**config.mk**
```make
export PLATFORM = sky130hd
export DESIGN_NAME = frame_deserializer
export DESIGN_NICKNAME = d
export VERILOG_FILES = /design/src/rtl/frame_deserializer.sv
export SDC_FILE = /design/constraint.sdc
export NUM_CORES = 1
export LEC_CHECK = 0
export CAP_MARGIN = 5
export CORE_AREA = 4 4 71 73
export CTS_CLUSTER_DIAMETER = 120
export DETAILED_ROUTE_END_ITERATION = 6
export DIE_AREA = 0 0 75 77
export DONT_BUFFER_PORTS = 1
export PLACE_DENSITY = 0.54
export SYNTH_ARGS = -nofsm -noshare
export SYNTH_HDL_FRONTEND = slang
export SYNTH_SLANG_ARGS = --single-unit
```
**constraint.sdc**
```tcl
create_clock -name sysclk -period 2.5 [get_ports sysclk]
set_input_delay 0.25 -clock sysclk [delete_from_list [all_inputs] [get_ports sysclk]]
set_output_delay 0.25 -clock sysclk [all_outputs]
set_load 0.02 [all_outputs]
```
**src/rtl/frame_deserializer.sv**
```systemverilog
// Framed serial receiver: idle 1, start 0, DATA_W bits MSB first, [even parity], stop 1.
// Define PARITY_CHECK_EN to expect and check an even-parity bit before the stop bit.
module frame_deserializer #(
  parameter int unsigned DATA_W      = 12,
  parameter int unsigned BIT_CYCLES  = 208,
  parameter int unsigned SYNC_STAGES = 2
) (
  input  logic              sysclk,
  input  logic              rst_n,
  input  logic              signal_in,
  output logic [DATA_W-1:0] rx_data,
  output logic              rx_valid,
  input  logic              rx_ack,
  output logic              rx_busy,
  output logic              frame_err,
  output logic              overrun,
  output logic              parity_err
);

  localparam int unsigned CW = $clog2(BIT_CYCLES);
  localparam int unsigned IW = (DATA_W > 1) ? $clog2(DATA_W) : 1;
  localparam logic [CW-1:0] HALF_LAST = CW'(BIT_CYCLES / 2 - 1);
  localparam logic [CW-1:0] BIT_LAST  = CW'(BIT_CYCLES - 1);
  localparam logic [IW-1:0] IDX_LAST  = IW'(DATA_W - 1);

  typedef enum logic [2:0] {
    IDLE,
    START,
    DATA,
`ifdef PARITY_CHECK_EN
    PARITY,
`endif
    STOP,
    DONE,
    BREAK
  } state_t;

  state_t                 state, state_n;
  logic [SYNC_STAGES-1:0] sync;
  logic                   line, line_q;
  logic [CW-1:0]          cnt, cnt_n;
  logic [IW-1:0]          idx, idx_n;
  logic [DATA_W-1:0]      shreg, shreg_n;
  logic [DATA_W-1:0]      rx_data_n;
  logic                   rx_valid_n, frame_err_n, overrun_n;

  assign line    = sync[SYNC_STAGES-1];
  assign rx_busy = (state != IDLE);

`ifdef PARITY_CHECK_EN
  logic par, par_n, parity_err_n;
`else
  assign parity_err = 1'b0;
`endif

  always_comb begin
    state_n     = state;
    cnt_n       = cnt + CW'(1);
    idx_n       = idx;
    shreg_n     = shreg;
    rx_data_n   = rx_data;
    rx_valid_n  = rx_valid;
    frame_err_n = 1'b0;
    overrun_n   = 1'b0;
`ifdef PARITY_CHECK_EN
    par_n        = par;
    parity_err_n = 1'b0;
`endif
    // A load in DONE overrides this ack-driven clear.
    if (rx_ack && rx_valid) rx_valid_n = 1'b0;

    case (state)
      IDLE: begin
        cnt_n = '0;
        if (line_q && !line) state_n = START;
      end
      START: begin
        if (cnt == HALF_LAST) begin
          cnt_n = '0;
          idx_n = '0;
`ifdef PARITY_CHECK_EN
          par_n = 1'b0;
`endif
          state_n = line ? IDLE : DATA;
        end
      end
      DATA: begin
        if (cnt == BIT_LAST) begin
          cnt_n   = '0;
          shreg_n = (shreg << 1) | DATA_W'(line);
`ifdef PARITY_CHECK_EN
          par_n = par ^ line;
`endif
          if (idx == IDX_LAST) begin
`ifdef PARITY_CHECK_EN
            state_n = PARITY;
`else
            state_n = STOP;
`endif
          end else begin
            idx_n = idx + IW'(1);
          end
        end
      end
`ifdef PARITY_CHECK_EN
      PARITY: begin
        if (cnt == BIT_LAST) begin
          cnt_n   = '0;
          par_n   = par ^ line;
          state_n = STOP;
        end
      end
`endif
      STOP: begin
        if (cnt == BIT_LAST) begin
          cnt_n = '0;
          if (line) begin
            state_n = DONE;
          end else begin
            frame_err_n = 1'b1;
            state_n     = BREAK;
          end
        end
      end
      DONE: begin
        cnt_n   = '0;
        state_n = IDLE;
`ifdef PARITY_CHECK_EN
        if (par) begin
          parity_err_n = 1'b1;
        end else
`endif
        if (!rx_valid || rx_ack) begin
          rx_data_n  = shreg;
          rx_valid_n = 1'b1;
        end else begin
          overrun_n = 1'b1;
        end
      end
      BREAK: begin
        cnt_n = '0;
        if (line) state_n = IDLE;
      end
      default: begin
        cnt_n   = '0;
        state_n = IDLE;
      end
    endcase
  end

  always_ff @(posedge sysclk or negedge rst_n) begin
    if (!rst_n) begin
      sync      <= '1;
      line_q    <= 1'b1;
      state     <= IDLE;
      cnt       <= '0;
      idx       <= '0;
      shreg     <= '0;
      rx_data   <= '0;
      rx_valid  <= 1'b0;
      frame_err <= 1'b0;
      overrun   <= 1'b0;
`ifdef PARITY_CHECK_EN
      par        <= 1'b0;
      parity_err <= 1'b0;
`endif
    end else begin
      sync      <= {sync[SYNC_STAGES-2:0], signal_in};
      line_q    <= line;
      state     <= state_n;
      cnt       <= cnt_n;
      idx       <= idx_n;
      shreg     <= shreg_n;
      rx_data   <= rx_data_n;
      rx_valid  <= rx_valid_n;
      frame_err <= frame_err_n;
      overrun   <= overrun_n;
`ifdef PARITY_CHECK_EN
      par        <= par_n;
      parity_err <= parity_err_n;
`endif
    end
  end

endmodule
```
# Yosys cells after proc, flatten, opt, wreduce, memory -nomap -nowiden
# Cells that the tools add are included.
[word_totals] register_bits=45 in_bits=4 out_inout_bits=17 elab_cells=65
[classes] addsub=2 eq_ne=15 mux=24 bitwise=1 n_reduce_logical=13
[op_table] op="$mux 3" n=6
[op_table] op="$mux 8" n=2
[op_table] op="$pmux 8 s2" n=1
[op_table] op="$pmux 3 s5" n=1
[op_table] op="$ne 2x2->1 const B" n=7
[op_table] op="$mux 4" n=3
[op_table] op="$or 12x1->12" n=1
[op_table] op="$mux 1" n=9
[op_table] op="$add 8x1->8 const B" n=1
[op_table] op="$eq 8x7->1 const B" n=1
[op_table] op="$eq 8x8->1 const B" n=1
[op_table] op="$pmux 4 s2" n=1
[op_table] op="$eq 3x2->1 const B" n=2
[op_table] op="$eq 3x3->1 const B" n=2
[op_table] op="$reduce_and 6->1" n=1
[op_table] op="$add 4x1->4 const B" n=1
[op_table] op="$eq 4x4->1 const B" n=1
[op_table] op="$reduce_and 2->1" n=2
[op_table] op="$reduce_and 4->1" n=1
[op_table] op="$eq 3x1->1 const B" n=1
[op_table] op="$logic_not 3->1" n=1
[op_table] op="$reduce_bool 3->1" n=1
[op_table] op="$logic_and 1x1->1" n=2
[op_table] op="$logic_not 1->1" n=2
[op_table] op="other kinds (4)" n=4

# Depth between registers and ports, before layout
[logic_depth] ltp_word=4 mapped_depth=7

# Worst setup path before layout
# OpenSTA, ideal clock, no wires.
[synth_path] path_kind="register to register" startpoint="reg cnt[0]" endpoint="reg state[0]" setup_ns=0.125 t_arrival_ns=1.866 setup_slack_ns=0.509 stages_incl_launch_ff=8 n_path_buf=1 period_less_slack_ns=1.991 cell_sequence="dfrtp_1 -> ha_1 -> nand3_2 -> nor4_4 -> o32a_2 -> buf_6 -> nor3b_2 -> mux2_2"
[synth_via] elab_chain_len=3
[synth_lines] item="start, declared" line="41" source="logic [CW-1:0] cnt, cnt_n;"
[synth_lines] item="start signal, assigned" line="171" source="cnt <= cnt_n;"
[synth_lines] item="$eq 8x8->1 / $eq 8x7->1 (equally long branches)" line="88, 115, 78"
[synth_lines] item="$ne 2x2->1 (no source line)"
[synth_lines] item="$reduce_and 6->1 (no source line) *"
[synth_lines] item="end signal, assigned" line="170" source="state <= state_n;"
[synth_lines] item="end, declared" line="38" source="state_t state, state_n;"
# Mark *: on every way between the ends. The rest lies on a longest branch, timed or not.
# A chain may end at the register's enable or synchronous reset.

# Worst setup path after layout
# Ends and elaborated chain as after synthesis.

==> key figures <==
Run
  – Max cap viols: 0

Logic synthesis
  – Post-synthesis simple-gate area fraction: 14.4%
  – Post-synthesis compound-gate area fraction: 4.73%
  – Unique cell type count in the Yosys netlist: 36
  – Share of the synthesized area in the top cell type: 54.4%
  – Area contributors post-synth: dfrtp_1 (54%), mux2_2 (15%), dfstp_2 (4.1%)
  – Post-synthesis net count: 161
  – Number of flops mapped to enable cells by yosys: 0
  – Ys flop type: dfrtp_1
  – Synth area leader: dfrtp_1
  – Post-synthesis mux area share: 14.6%
  – Adder-cell share of the synthesized area: 1.30%
  – Post-synthesis xor/xnor area fraction: 2.72%
  – Largest family of logic cells by synthesized area: multiplexers
  – FF+latch count, synth: 45
  – Async SR Flop Fraction: 100%
  – Yosys warning count: 0
  – Gate Count Post-Synth: 155
  – Synthesized area per cell: 12.5 µm²
  – Seq/Total Area, Yosys: 58.5%
  – Synthesized cell area: 1930 µm²

Critical path
  – CP Max Fanout: 9
  – Worst reg2reg path depth: 6
  – CP Launch Type: flip-flop
  – CP max stage cell: dfrtp_1
  – Crit end category: flip-flop
  – Crit path arrival time: 2.25 ns
  – WP data required: 2.68 ns
  – Setup CP Type: flip-flop to flip-flop
  – Worst Path Buf+Inv: 0
  – CP Depth: 6
  – Kind of cell adding the most delay to the critical path: simple AND/OR/NAND/NOR gates
  – Crit path cell chain: ha_1 -> nand4b_1 -> nor4b_1 -> o32a_2 -> nor3b_2 -> mux2_2
  – Crit-path max cell delay: 0.38 ns

Die
  – Die ar.: 5780 µm²
  – Initial Utilization: 44.4%
  – Chip Width: 75 µm
  – Io pins: 21
  – CORE AREA: 4350 µm²
  – Rows: 24
  – Die H: 77 µm

Final layout
  – Nets@finish: 168
  – Utilization after layout: 48.7%
  – Most common cell after layout, fill and taps aside: dfrtp_1
  – Layout cell share with drive strength beyond 1: 29.0%
  – Antenna diode count: 0
  – Commonest non-fill, non-tap cells in the layout: dfrtp_1 (42), mux2_2 (25), nor2_1 (17)
  – Area Overhead vs Synth: 9.78%
  – # fillers: 386

STA
  – Max Transition Viols Final: 0
  – Endpoints failing hold: 0
  – Clk_skew: 0.00479 ns
  – Achievable frequency: 482 MHz
  – Final hold slack: 0.177 ns
  – Measured slew at the worst slew-check pin: 0.660 ns
  – Setup Total Neg Slack: 0 ns
  – Worst relative slew slack: 55.9%
  – Final setup viols: 0
  – Period utilization: 83.0%
  – Minimum clock period: 2.07 ns
  – RSZ-0062 raised after global routing: false

Clocking
  – Postcts setup bufs: 0
  – Clk sink count: 45
  – Clock root cell: clkbuf_8
  – Total CTS buffers: 5
  – Clock latency on the worst-skew pair: 0.29 ns
  – CTS resizes: 0
  – Htree depth: 2
  – TritonCTS clock tree: yes
  – CTS max path bufs: 2
  – Clk pin slew, worst setup/hold paths: 0.08 ns

Global route
  – Overflow after GRT: 0
  – Pin count of the biggest net entering global routing: 46
  – Vias in the first global route: 1274
  – Initial antenna violation count: 0
  – Overall routing resource usage: 12.6%
  – First-pass GRT wire length: 5.62 mm

Route
  – DRT Wirelength: 3.29 mm
  – 1st-iter DRT viols: 60
  – Wire length per cell: 15.4 µm
  – Routed Antenna Nets: 0
  – Vias: 1144
  – 1st-pass router iterations: 2
  – Via density: 5.35
  – Post-route DRC violation count: 0

Place
  – Count of input and output buffers: 0
  – DP Wirelength: 2.30 mm
  – GPL Wtd Cong: 0.790

Status
  – Run status: finished clean

Hold path
  – Worst hold path class: input port to flip-flop
  – Hold path depth: 2

Pwr
  – Leakage power: 1.01 nW
  – Peak supply drop: 0.437 mV
  – Pwr/cell area: 776 nW/µm²
-- logic make-up after synthesis --
family,count (synthesis)
buf+inv,11
xor+xnor,6
flops,45
mux,25
other cells,1
fa+ha+maj,2
simple gates,49
compound gates,16
-- metal layers --
metal  up-vias  GRT usage [%]  wire, µm
met2        19           19.5      1640
met5         -              0         0
met3         5           4.97       172
li1        540              -         -
met1       580           15.4      1440
met4         0           5.16        38
-- cells in the mapped netlist (all sizes together), types with 3 or more instances --
| library cell | n |
|---|---|
| dfrtp | 42 |
| mux2 | 25 |
| nor2 | 17 |
| nand2 | 8 |
| o21ai | 7 |
| a21oi | 6 |
| buf | 6 |
| inv | 5 |
| nand3 | 5 |
| dfstp | 3 |
| xnor2 | 3 |
| xor2 | 3 |
-- final cells by class --
class                           instances  area, µm²  area share (%)
Timing Repair Buffer                    6       70.1            3.30
Inverter                                5       18.8           0.885
Multi-Input combinational cell         99        733            34.6
Sequential cell                        45       1130            53.3
Clock inverter                          2       35.0            1.65
Tap cell                               52       65.1            3.07
Clock buffer                            5       68.8            3.24
-- state kept, by name, summed over array words and instances, names as in the netlist --
name	flops
rx_data	12
shreg	12
cnt	8
idx	4
state	3
sync	2
frame_err	1
line_q	1
overrun	1
rx_valid	1
-- worst register-to-register path: stages, from the launching register on --
cell,delay (ns)
dfrtp_1,0.38
ha_1,0.23
nand4b_1,0.12
nor4b_1,0.35
o32a_2,0.31
nor3b_2,0.22
mux2_2,0.36
-- what timing repair did --
| action | in CTS | in global routing |
|---|---|---|
| hold buffers | 3 | 0 |
| hold endpoints to repair | 46 | 0 |
| setup endpoints to repair | 0 | 0 |
-- path summary, 6_finish.rpt --
path | startpoint | to | slack (ns)
max | cnt[0] | state[0] | 0.43
max in group asynchronous | rst_n | sync[0] | 1.78
max reg2reg | cnt[0] | state[0] | 0.43
min reg2reg | sync[0] | sync[1] | 0.36
min in group asynchronous | rst_n | cnt[2] | 0.45
min | rx_ack | overrun | 0.18
-- power breakdown --
part | total [mW] | switching, mW | internal [mW]
registers | 0.846 | 0.0682 | 0.778
logic | 0.285 | 0.161 | 0.125
clock network | 0.515 | 0.225 | 0.290
total | 1.65 | 0.454 | 1.19
-- metrics by stage --
step           area (µm²)  setup slack (ns)  total power [mW]  std cells
3_5_place_dp         1970             0.421              1.13        204
5_1_grt              2120             0.198              1.75        214
4_1_cts              2120             0.393              1.67        214
6_report             2120             0.426              1.65        214
2_1_floorplan        1930             0.509              1.10        155
3_3_place_gp         1970             0.489              1.11        204
Power figures use the tool's default switching activity.
